===== src/rtl/count_ones_arb_if.sv =====
// Request/response bundle between two requesters and the shared ones-counter.
// master drives requests and operands; slave (the counter) returns grants and results.
interface count_ones_arb_if #(
  parameter int unsigned DataWidth  = 4,
  parameter int unsigned CountWidth = 3
) ();

  logic                  req_a;
  logic [DataWidth-1:0]  data_a;
  logic                  req_b;
  logic [DataWidth-1:0]  data_b;
  logic                  gnt_a;
  logic                  gnt_b;
  logic                  busy;
  logic                  done;
  logic                  owner;
  logic [CountWidth-1:0] bit_count;

  modport master (
    output req_a, data_a, req_b, data_b,
    input  gnt_a, gnt_b, busy, done, owner, bit_count
  );

  modport slave (
    input  req_a, data_a, req_b, data_b,
    output gnt_a, gnt_b, busy, done, owner, bit_count
  );

endinterface


===== src/rtl/count_ones_arb.sv =====
// Two-requester round-robin arbiter in front of a serial population counter.
// A captured word is shifted out LSB-first until only zeros remain; every output is registered.
module count_ones_arb #(
  parameter int unsigned DataWidth  = 4,
  parameter int unsigned CountWidth = 3
) (
  input  logic                   clk_i,
  input  logic                   rst_ni,
  count_ones_arb_if.slave        bus_io
);

  typedef enum logic [1:0] {
    StIdle,
    StCount,
    StDone
  } state_e;

  state_e                state_q, state_d;
  logic [DataWidth-1:0]  shift_q, shift_d;
  logic [CountWidth-1:0] acc_q, acc_d;
  logic [CountWidth-1:0] bit_count_q, bit_count_d;
  logic                  owner_q, owner_d;
  logic                  gnt_a_q, gnt_a_d;
  logic                  gnt_b_q, gnt_b_d;
  logic                  done_q, done_d;
  logic                  busy_q, busy_d;
  // High when B has priority on a tie, i.e. A was served last.
  logic                  prio_b_q, prio_b_d;

  logic                  any_req;
  logic                  win_b;
  logic [DataWidth-1:0]  shifted;
  logic [CountWidth-1:0] acc_sum;

  always_comb begin
    any_req = bus_io.req_a | bus_io.req_b;
    win_b   = bus_io.req_b & (~bus_io.req_a | prio_b_q);
    shifted = shift_q >> 1;
    acc_sum = acc_q + {{(CountWidth-1){1'b0}}, shift_q[0]};
  end

  always_comb begin
    state_d     = state_q;
    shift_d     = shift_q;
    acc_d       = acc_q;
    bit_count_d = bit_count_q;
    owner_d     = owner_q;
    busy_d      = busy_q;
    prio_b_d    = prio_b_q;
    gnt_a_d     = 1'b0;
    gnt_b_d     = 1'b0;
    done_d      = 1'b0;

    case (state_q)
      StIdle: begin
        if (any_req) begin
          shift_d  = win_b ? bus_io.data_b : bus_io.data_a;
          acc_d    = '0;
          owner_d  = win_b;
          gnt_a_d  = ~win_b;
          gnt_b_d  = win_b;
          busy_d   = 1'b1;
          prio_b_d = ~win_b;
          state_d  = StCount;
        end
      end

      StCount: begin
        acc_d   = acc_sum;
        shift_d = shifted;
        // Stop as soon as the remaining bits are all zero; this folds in the current LSB.
        if (shifted == '0) begin
          bit_count_d = acc_sum;
          done_d      = 1'b1;
          state_d     = StDone;
        end
      end

      StDone: begin
        busy_d  = 1'b0;
        state_d = StIdle;
      end

      default: begin
        busy_d  = 1'b0;
        state_d = StIdle;
      end
    endcase
  end

  always_ff @(posedge clk_i or negedge rst_ni) begin
    if (!rst_ni) begin
      state_q     <= StIdle;
      shift_q     <= '0;
      acc_q       <= '0;
      bit_count_q <= '0;
      owner_q     <= 1'b0;
      gnt_a_q     <= 1'b0;
      gnt_b_q     <= 1'b0;
      done_q      <= 1'b0;
      busy_q      <= 1'b0;
      prio_b_q    <= 1'b0;
    end else begin
      state_q     <= state_d;
      shift_q     <= shift_d;
      acc_q       <= acc_d;
      bit_count_q <= bit_count_d;
      owner_q     <= owner_d;
      gnt_a_q     <= gnt_a_d;
      gnt_b_q     <= gnt_b_d;
      done_q      <= done_d;
      busy_q      <= busy_d;
      prio_b_q    <= prio_b_d;
    end
  end

  assign bus_io.gnt_a     = gnt_a_q;
  assign bus_io.gnt_b     = gnt_b_q;
  assign bus_io.done      = done_q;
  assign bus_io.busy      = busy_q;
  assign bus_io.owner     = owner_q;
  assign bus_io.bit_count = bit_count_q;

endmodule


===== src/flat_wrapper.sv =====
// flat-port wrapper written by rule: the top's interface ports become plain ports
module count_ones_arb_flat 
#(
  parameter int unsigned DataWidth  = 4,
  parameter int unsigned CountWidth = 3
)
  (clk_i, rst_ni, bus_io_req_a, bus_io_data_a, bus_io_req_b, bus_io_data_b, bus_io_gnt_a, bus_io_gnt_b, bus_io_busy, bus_io_done, bus_io_owner, bus_io_bit_count);
  count_ones_arb_if #(.DataWidth(DataWidth), .CountWidth(CountWidth)) bus_io_i ();
  input  logic clk_i;
  input  logic rst_ni;
  input wire logic [$bits(bus_io_i.req_a)-1:0] bus_io_req_a;
  input wire logic [$bits(bus_io_i.data_a)-1:0] bus_io_data_a;
  input wire logic [$bits(bus_io_i.req_b)-1:0] bus_io_req_b;
  input wire logic [$bits(bus_io_i.data_b)-1:0] bus_io_data_b;
  output wire logic [$bits(bus_io_i.gnt_a)-1:0] bus_io_gnt_a;
  output wire logic [$bits(bus_io_i.gnt_b)-1:0] bus_io_gnt_b;
  output wire logic [$bits(bus_io_i.busy)-1:0] bus_io_busy;
  output wire logic [$bits(bus_io_i.done)-1:0] bus_io_done;
  output wire logic [$bits(bus_io_i.owner)-1:0] bus_io_owner;
  output wire logic [$bits(bus_io_i.bit_count)-1:0] bus_io_bit_count;
  assign bus_io_i.req_a = bus_io_req_a;
  assign bus_io_i.data_a = bus_io_data_a;
  assign bus_io_i.req_b = bus_io_req_b;
  assign bus_io_i.data_b = bus_io_data_b;
  assign bus_io_gnt_a = bus_io_i.gnt_a;
  assign bus_io_gnt_b = bus_io_i.gnt_b;
  assign bus_io_busy = bus_io_i.busy;
  assign bus_io_done = bus_io_i.done;
  assign bus_io_owner = bus_io_i.owner;
  assign bus_io_bit_count = bus_io_i.bit_count;
  count_ones_arb #(.DataWidth(DataWidth), .CountWidth(CountWidth)) u_core (.clk_i(clk_i), .rst_ni(rst_ni), .bus_io(bus_io_i));
endmodule

===== config.mk =====
export PLATFORM = sky130hd
export DESIGN_NAME = count_ones_arb_flat
export DESIGN_NICKNAME = d
export VERILOG_FILES = /design/src/rtl/count_ones_arb_if.sv /design/src/rtl/count_ones_arb.sv /design/src/flat_wrapper.sv
export SDC_FILE = /design/constraint.sdc
export NUM_CORES = 1
export LEC_CHECK = 0
export ABC_CLOCK_PERIOD_IN_PS = 1100
export CAP_MARGIN = 20
export CORE_ASPECT_RATIO = 1.5
export CORE_MARGIN = 8
export CORE_UTILIZATION = 37
export DETAILED_ROUTE_END_ITERATION = 6
export PLACE_DENSITY = 0.77
export SYNTH_ARGS = -nofsm -noshare
export SYNTH_HDL_FRONTEND = slang
export SYNTH_SLANG_ARGS = --single-unit

===== constraint.sdc =====
create_clock -name clk_i -period 1.1 [get_ports clk_i]
set_clock_uncertainty 0.1 [all_clocks]
set_input_delay 0.11 -clock clk_i [delete_from_list [all_inputs] [get_ports clk_i]]
set_output_delay 0.11 -clock clk_i [all_outputs]
set_load 0.01 [all_outputs]

==> results.yml <==
yosys:
  syn-num-nets: 85
  ys_warn_count: 0
  synth_seq_cells: 18
  syn_area_sq_um: 768
  synth.distinct_cells: 22
  postSynthCellCount: 71
  synth-seq-area-share: 0.586
  syn_avg_cell_area_sq_um: 10.8
timing:
  tightest_slew_ns: 0.273
  grt_setup_unrepaired: "yes"
  period_share: 1.12
  slew_headroom: 0.817
  drv_slew: 0
  period_needed_ns: 1.23
  clock.fmax_mhz: 811
  hold_viol_final: 0
  setup_viol: 13
  setup_slack_ns: -0.134
clocking:
  clk_latency_ns: 0.30
  cts_buffers: 3
  cts-htree-levels: 1
  clockBufferDepth: 2
  clock-sinks: 18
  clock-root-buffer: "clkbuf_4"
  path_clk_slew_ns: 0.10
  cts_tree: "built"
floorplanning:
  design.core.area_sq_um: 2000
  io_pins: 20
  fp.dieH_um: 71.8
  start_util: 0.384
  die_w_um: 53.2
  row_count: 20
  die_area_sq_um: 3820
placement:
  dp.final_hpwl_mm: 1.26
  place_congestion: 0.812
  placement.io_buffers: 19
  post-place-cells: 117
  dpl_worst_slack_ns: -0.399
worst_hold_path:
  hold_class: "input pin to asynchronous set/reset pin"
power:
  seq_power_share: 0.387
  peakVddDrop_uv: 1490
  comb_power_share: 0.471
  power_leakage_uw: 0.000591
  power_density_nw_per_um2: 2480
  p_int_uw: 1820
  switching_share: 0.367
  power.switching_uw: 1060
  clkPwrFrac: 0.142
worst_setup_path:
  crit_type: "flip-flop to flip-flop"
  worstSetupStartpointType: "flip-flop"
  r2r_end: "u_core.shift_q[0]"
  r2r_setup_slack_ns: -0.13
  rr_worst_depth: 4
  end_kind: "flip-flop"
  crit_fanout: 5
  cp.arrival_ns: 1.32
  required_ns: 1.19
  r2r_start: "u_core.state_q[0]"
outcome:
  violations: "setup timing"
  status: "finished, violations left"
global_route:
  grt_pass1_wl_mm: 2.84
  track_usage: 0.0969
  grt_max_degree: 19
  grt-ovfl-total: 0
  antenna_found_initial: 0
  grt_pass1_vias: 693
layout:
  fill_cells: 181
  final_cell_count_no_fill: 127
  drive_above_1_share: 0.438
  layout_commonest_cell: "dfrtp_1"
  n_antenna_cell: 0
  nNetsFinal: 120
  area_growth_pct: 50.8
  final_cell_mix: "dfrtp_1, nand2_1, buf_4, clkdlybuf4s50_1, buf_2"
detailed_routing:
  vias: 642
  wire_per_inst_um: 13.9
  drt_iter0_markers: 9
  via_per_inst: 5.06
  drtPass1Iterations: 4
  drc: 0
  ant_nets: 0
  drt_wl_total_mm: 1.77
flow_run:
  cap_violations: 0
-- metrics by stage --
stage	power (uW)	util	hold slack (ns)	cell area, sq um	TNS (ns)
2_1_floorplan	1720	-	-0.286	790	-0.0340
3_3_place_gp	2210	0.521	0.354	1040	-3.80
3_5_place_dp	2260	0.521	0.353	1040	-4.27
4_1_cts	2720	0.551	0.0205	1100	-1.04
5_1_grt	3080	0.579	0.0432	1160	-1.83
6_report	2880	0.579	0.0204	1160	-1.05
-- layer usage --
metal	up-vias	part of all wire	global-route usage
met3	3	0.059	0.0290
met1	311	0.39	0.0971
met4	0	0.022	0.0507
met5	-	0	0
met2	19	0.53	0.169
li1	309	-	-
-- registers in the layout (all words and copies together), names as in the netlist, 2 cells and up --
signal / count
u_core.state_q: 2
u_core.acc_q: 3
u_core.shift_q: 4
u_core.bus_io.bit_count: 3
-- power groups by stage --
| stage | combinational (uW) | sequential (uW) | clock (uW) |
|---|---|---|---|
| 6_report | 1350 | 1110 | 409 |
| 5_1_grt | 1500 | 1140 | 441 |
| 4_1_cts | 1210 | 1090 | 419 |
| 3_5_place_dp | 1160 | 1100 | 0 |
| 3_3_place_gp | 1130 | 1080 | 0 |
| 2_1_floorplan | 605 | 1120 | 0 |
-- cell type report --
class	instances	area, sq um	area share
multi-input combinational	47	369	0.319
tap	22	27.5	0.0238
inverter	4	15.0	0.0130
timing repair buffer	32	258	0.222
sequential	18	453	0.391
clock buffer	4	36.3	0.0313
-- worst max-delay path by stage --
stage / start / end / slack, ns / cells past startpoint
CTS: u_core.shift_q[0] / u_core.bus_io.bit_count[2] / -0.13 / 4
detailed placement: bus_io_req_a / u_core.shift_q[0] / -0.40 / 5
global placement: bus_io_req_a / u_core.shift_q[0] / -0.35 / 5
finish: u_core.state_q[0] / u_core.shift_q[0] / -0.13 / 4
global route: u_core.state_q[0] / u_core.shift_q[0] / -0.20 / 4
floorplan: u_core.shift_q[0] / u_core.bus_io.bit_count[2] / -0.02 / 4
-- Yosys cell counts --
library cell	instances	area [sq um]
dfrtp_1	18	450
nand2_1	12	45.0
mux2i_1	4	40.0
nand3_1	4	20.0
o21ai_0	4	20.0
o21ai_1	4	20.0
a22oi_1	3	22.5
inv_1	3	11.3
a21o_1	2	15.0
buf_2	2	10.0
ha_1	2	25.0
nor2_1	2	7.51
nor3_1	2	10.0
and2b_2	1	8.76
inv_2	1	3.75
nand2_2	1	6.26
nand2b_1	1	6.26
nor2b_1	1	6.26
o21ai_2	1	8.76
o21ai_4	1	16.3
or2_1	1	6.26
xnor2_1	1	8.76
-- repair_timing --
action	4_1_cts	5_1_grt
setup endpoints to repair	23	17
cloned	1	0
hold buffers	0	0
endpoints found under the hold margin	0	0
setup buffers	3	2
gates resized for setup	40	15
pin swaps	6	4
-- kinds of logic after synthesis --
kind of cell,Yosys count,share of synthesized area
mux,4,0.0521
fa+ha+maj,2,0.0326
simple gates,25,0.151
xor+xnor,1,0.0114
compound gates,15,0.134
buf+inv,6,0.0326
flops,18,0.586
-- critical path: stages, from the launching register on --
cell,delay [ns]
dfrtp_2,0.46
nor2b_4,0.16
buf_4,0.14
a22oi_1,0.17
o21ai_1,0.09
Note: power is estimated with default switching activity, not from simulation.
